**src/rtl/instr_fetch_unit.sv**
```systemverilog
// instr_fetch_unit: fetch stage and PC owner.
// Walks RESET -> FETCH -> EXEC -> FETCH ..., retiring one instruction per EXEC exit,
// and parks in HALT when the selected next PC is not word aligned.
module instr_fetch_unit #(
    parameter int              XLEN     = 32,
    parameter logic [XLEN-1:0] RESET_PC = '0
) (
    input  logic            clk,
    input  logic            rst,
    input  logic [1:0]      PCsrc,
    input  logic [XLEN-1:0] ImmExt,
    input  logic [XLEN-1:0] ALUResult,
    input  logic            stall_in,
    output logic            imem_req,
    output logic [XLEN-1:0] imem_addr,
    input  logic            imem_rvalid,
    input  logic [31:0]     imem_rdata,
    output logic [31:0]     Instr,
    output logic [6:0]      op,
    output logic [XLEN-1:0] PC,
    output logic [XLEN-1:0] PCPlus4,
    output logic            instr_valid,
    output logic [31:0]     instret,
    output logic            fetch_fault
);

    typedef enum logic [1:0] {S_RESET, S_FETCH, S_EXEC, S_HALT} state_t;

    state_t          state;
    logic [XLEN-1:0] next_pc;

    // PC only changes on retire, so the fetch address is simply the PC register
    assign imem_addr = PC;
    assign op        = Instr[6:0];
    assign PCPlus4   = PC + XLEN'(4);

    // Next-PC select; jump targets drop bit 0 so only bit 1 can misalign them
    always_comb begin
        next_pc = PC + XLEN'(4);
        case (PCsrc)
            2'b01:   next_pc = PC + ImmExt;
            2'b10:   next_pc = {ALUResult[XLEN-1:1], 1'b0};
            default: next_pc = PC + XLEN'(4);
        endcase
    end

    // Fetch/execute FSM with registered handshake and valid outputs
    always_ff @(posedge clk) begin
        if (rst) begin
            state       <= S_RESET;
            PC          <= RESET_PC;
            Instr       <= '0;
            imem_req    <= 1'b0;
            instr_valid <= 1'b0;
            instret     <= '0;
            fetch_fault <= 1'b0;
        end else begin
            case (state)
                S_RESET: begin
                    state    <= S_FETCH;
                    imem_req <= 1'b1;
                end
                S_FETCH: begin
                    if (imem_rvalid) begin
                        Instr       <= imem_rdata;
                        state       <= S_EXEC;
                        imem_req    <= 1'b0;
                        instr_valid <= 1'b1;
                    end
                end
                S_EXEC: begin
                    if (!stall_in) begin
                        instret     <= instret + 32'd1;
                        instr_valid <= 1'b0;
                        if (next_pc[1:0] != 2'b00) begin
                            fetch_fault <= 1'b1;
                            state       <= S_HALT;
                        end else begin
                            PC       <= next_pc;
                            state    <= S_FETCH;
                            imem_req <= 1'b1;
                        end
                    end
                end
                S_HALT: begin
                    imem_req    <= 1'b0;
                    instr_valid <= 1'b0;
                end
                default: state <= S_RESET;
            endcase
        end
    end

endmodule

```
**config.mk**
```make
export PLATFORM = sky130hd
export DESIGN_NAME = instr_fetch_unit
export DESIGN_NICKNAME = d
export VERILOG_FILES = /design/src/rtl/instr_fetch_unit.sv
export SDC_FILE = /design/constraint.sdc
export NUM_CORES = 1
export LEC_CHECK = 0
export CORE_MARGIN = 4
export CORE_UTILIZATION = 45
export DETAILED_ROUTE_END_ITERATION = 7
export PLACE_DENSITY = 0.82
export SLEW_MARGIN = 25
export SYNTH_ARGS = -nofsm -noshare
export SYNTH_HDL_FRONTEND = slang
export SYNTH_SLANG_ARGS = --single-unit
```
**constraint.sdc**
```tcl
create_clock -name clk -period 4 [get_ports clk]
set_clock_uncertainty 0.05 [all_clocks]
set_input_delay 1 -clock clk [delete_from_list [all_inputs] [get_ports clk]]
set_output_delay 1 -clock clk [all_outputs]
set_load 0.01 [all_outputs]
```
==> reports/qor.tcl <==
set qor(run_status) {complete, no violations}
set qor(wl_met1_um) 10470
set qor(pre_cts_ws_ns) -0.1010
set qor(design.die.area_mm2) 0.01781
set qor(worst_ir_drop_vdd_mv) 0.2162
set qor(initial_drt_pass_iterations) 5
set qor(timing.final.max_slew_violations) 0
set qor(overall_global_routing_resource_usage_pct) 25.29
set qor(detailroute.wirelength.met3_um) 1494
set qor(power_per_cell_area_mw_per_mm2) 242.2
set qor(critical_path.max_stage_delay_ns) 0.62
set qor(final_antenna_net_count) 0
set qor(finalSetupViolations) 0
set qor(asyncSetResetFlopFracSynth_pct) 0
set qor(worst_slew_margin_relative_to_its_limit_pct) 53.63
set qor(drt_drc_violations_left) 0
set qor(worst_slack_ns) 0.08662
set qor(met2_routed_wl_um) 11500
set qor(path_cells) {ha_2, and2_2, nand3_2, nand2b_2, buf_4, nor2b_1, xor2_1, clkdlybuf4s50_1}
set qor(synth_area_per_cell_um2) 7.667
set qor(leakage_nw) 3.879
set qor(hold_path.class) {register to register}
set qor(cpMaxStageDelayCell) {sky130_fd_sc_hd__clkdlybuf4s50_1}
set qor(nature_of_the_critical_path_endpoint) {output pin}
set qor(areaGrowthSynthToFinish_pct) 43.80
set qor(start_util_pct) 46.26
set qor(postSynthRegisterBits) 101
set qor(antenna_found_initial) 0
set qor(grt-ovfl-total) 0
set qor(final-hold-violation-count) 0
set qor(die_h_um) 133.5
set qor(mappedNetlistNets) 1066
set qor(first_global_vias) 7183
set qor(fin_worst_hold_slack_ns) 0.4049
set qor(num_rows) 45
set qor(place.detailed.hpwl_um) 17800
set qor(worst_setup_hold_path_clk_slew_ns) 0.07
set qor(finish.net_count) 1297
set qor(synth_area_mm2) 0.007084
set qor(largest_net_degree_at_the_start_of_global_routing) 63
set qor(timing_worst_setup_path_type) {register to output pin}
set qor(cts_tree) {done}
set qor(place.gp.congestion) 0.8899
set qor(max_cap_violations) 0
set qor(layout-drive-gt1-share_pct) 7.328
set qor(vias) 7565
set qor(cts.path.max_buffers) 2
set qor(port_buffers) 270
set qor(critical_path_arrival_ns) 2.86
set qor(grt_pass1_wl_um) 37200
set qor(critical_path.max_fanout) 7
set qor(maximum_clock_frequency_ghz) 0.2555
set qor(clock-sinks) 101
set qor(cts_hold_buf) 0
set qor(yosysSeqAreaShare_pct) 28.54
set qor(crit_path_start_kind) {register}
set qor(top_area_cell_type_share_of_the_netlist_area_pct) 28.54
set qor(p_total_mw) 2.468
set qor(timing.setup.tns_ns) 0
set qor(ys_types) 66
set qor(mean_routed_wirelength_per_cell_um) 17.36
set qor(timing.final.crit_period_ns) 3.913
set qor(diodes) 0
set qor(worst-endpoint-required_ns) 2.95
set qor(netlist_instances) 924
set qor(tritoncts.num_buffers) 9
set qor(num_io_pins) 272
set qor(h-tree-depth) 3
set qor(fin_cells) 1371
set qor(die_x_um) 133.5
set qor(worst-slew-pin-transition_ns) 0.6955
set qor(synth_edf_count) 0
set qor(top_layer) {met4}
set qor(top_cell_type_by_total_area_after_synthesis) {sky130_fd_sc_hd__dfxtp_1}
set qor(synthTopCellsByArea) {sky130_fd_sc_hd__dfxtp_1 29%, sky130_fd_sc_hd__ha_1 6.9%, sky130_fd_sc_hd__nand2_1 6.9%, sky130_fd_sc_hd__a21oi_1 6.9%, sky130_fd_sc_hd__xnor2_1 4.8%}
set qor(worstSkewPairLatency_ns) 0.35
set qor(detail_route.vias_per_cell) 5.518
set qor(final.period_utilization_pct) 97.83
set qor(commonest_register_cell_after_synthesis) {sky130_fd_sc_hd__dfxtp_1}
set qor(routed_wirelength_um) 23790
set qor(place_inst) 1351
set qor(synth_warnings) 0
set qor(clockRootBuffer) {sky130_fd_sc_hd__clkbuf_16}
set qor(placeableCoreArea_mm2) 0.01531
set qor(first_iter_violations) 542
## synthesized netlist by cell type, types with 3 or more instances
| cell | number |
|---|---|
| sky130_fd_sc_hd__xor2_1 | 38 |
| sky130_fd_sc_hd__o21ai_1 | 3 |
| sky130_fd_sc_hd__nor2_1 | 76 |
| sky130_fd_sc_hd__o21ai_0 | 38 |
| sky130_fd_sc_hd__and4_1 | 8 |
| sky130_fd_sc_hd__buf_2 | 6 |
| sky130_fd_sc_hd__nor3_2 | 3 |
| sky130_fd_sc_hd__a31oi_1 | 10 |
| sky130_fd_sc_hd__o31a_1 | 4 |
| sky130_fd_sc_hd__nand2_1 | 130 |
| sky130_fd_sc_hd__a21boi_0 | 5 |
| sky130_fd_sc_hd__and2_1 | 4 |
| sky130_fd_sc_hd__o2111ai_1 | 6 |
| sky130_fd_sc_hd__xnor2_1 | 39 |
| sky130_fd_sc_hd__dfxtp_1 | 101 |
| sky130_fd_sc_hd__nand4_1 | 10 |
| sky130_fd_sc_hd__buf_4 | 43 |
| sky130_fd_sc_hd__o22ai_1 | 7 |
| sky130_fd_sc_hd__a22oi_1 | 6 |
| sky130_fd_sc_hd__and3_1 | 16 |
| sky130_fd_sc_hd__a21o_1 | 14 |
| sky130_fd_sc_hd__o21a_1 | 8 |
| sky130_fd_sc_hd__or3_1 | 9 |
| sky130_fd_sc_hd__a211oi_1 | 7 |
| sky130_fd_sc_hd__nand2b_1 | 5 |
| sky130_fd_sc_hd__a221oi_1 | 12 |
| sky130_fd_sc_hd__a221o_1 | 3 |
| sky130_fd_sc_hd__a21oi_1 | 97 |
| sky130_fd_sc_hd__nand3_1 | 31 |
| sky130_fd_sc_hd__mux2i_1 | 3 |
| sky130_fd_sc_hd__o211ai_1 | 13 |
| sky130_fd_sc_hd__clkbuf_1 | 36 |
| sky130_fd_sc_hd__buf_1 | 3 |
| sky130_fd_sc_hd__nor2b_1 | 9 |
| sky130_fd_sc_hd__ha_1 | 39 |
| sky130_fd_sc_hd__inv_1 | 28 |
| sky130_fd_sc_hd__nor3_1 | 15 |
| sky130_fd_sc_hd__a211o_1 | 4 |
## metal layers
layer	GRT usage (%)	up-vias
met5	0	-
met4	6.629	0
met3	5.060	23
met2	42.13	273
met1	33.59	3563
li1	-	3706
## power by group
group | leakage (nW) | switching [mW] | internal (mW) | total, mW
clock | 0.146 | 0.428 | 0.498 | 0.925
combinational | 2.91 | 0.245 | 0.241 | 0.486
sequential | 0.820 | 0.0220 | 1.03 | 1.06
total | 3.88 | 0.695 | 1.77 | 2.47
## sequential cells by signal, summed over array words and instances, names as in the netlist
name	cells
instret	32
fetch_fault	1
instr_valid	1
PC	32
state	2
imem_req	1
Instr	32
## cells by family (layout without fill, tap and decap cells)
group                      after synthesis  after routing  share of synthesized area [%]
muxes                                    3              3                         0.4239
AOI/OAI and AO/OA                      259            259                          23.83
buffers and inverters                  116            352                          8.531
xor gates and xnor gates                77             77                          9.520
DFF                                    101            101                          28.54
and+or+nand+nor                        328            328                          21.99
adders and majority gates               40             40                          7.171
## timing repair
item                       in CTS  in global routing
setup endpoints to repair       6                  7
setup buffers                   0                  4
gates resized for setup         3                 10
pin swaps                       0                  1
## worst max-delay path, delay by kind of cell, from the launching register on
family / cells / cell delay (ns)
xor+xnor: 1 / 0.33
fa+ha+maj: 1 / 0.23
buf+inv: 2 / 0.81
flops: 1 / 0.35
simple gates: 4 / 0.80
## layout by cell type, fill, tap and decap left out, drive strengths merged, types with 13 or more instances in the layout
cell / n
clkdlybuf4s50: 269
o211ai: 13
a21o: 14
ha: 39
xor2: 38
nor3: 18
inv: 30
o21ai: 41
dfxtp: 101
xnor2: 39
nand2: 130
nor2: 78
nand3: 32
buf: 39
a21oi: 97
and3: 16
a221oi: 13
## path summary, 6_finish.rpt
| kind | from | end | slack (ns) | cells past startpoint |
|---|---|---|---|---|
| max reg2reg | PC[0]$_SDFFE_PP0P_ | PC[28]$_SDFFE_PP0P_ | 0.80 | 12 |
| min reg2reg | Instr[8]$_SDFFE_PP0P_ | Instr[8]$_SDFFE_PP0P_ | 0.40 | 2 |
| min | Instr[8]$_SDFFE_PP0P_ | Instr[8]$_SDFFE_PP0P_ | 0.40 | 2 |
| max | PC[2]$_SDFFE_PP0P_ | PCPlus4[20] | 0.09 | 8 |
## final cells by class
cell class | count | area (µm²)
clock buffers | 10 | 229.0
clock inverters | 6 | 80.08
fillers | 1322 | 5127
inverters | 28 | 105.1
multi-input cells | 707 | 4496
flip-flops and latches | 101 | 2028
well taps | 211 | 264.0
repair buffers | 308 | 2985
## stage by stage
| step | area (µm²) | utilization [%] |
|---|---|---|
| after floorplan | 7084 | - |
| after global placement | 9807 | 64.04 |
| after detailed placement | 9807 | 64.04 |
| after CTS | 10120 | 66.10 |
| after global routing | 10190 | 66.52 |
| final | 10190 | 66.52 |
Power figures use the tool's default switching activity.
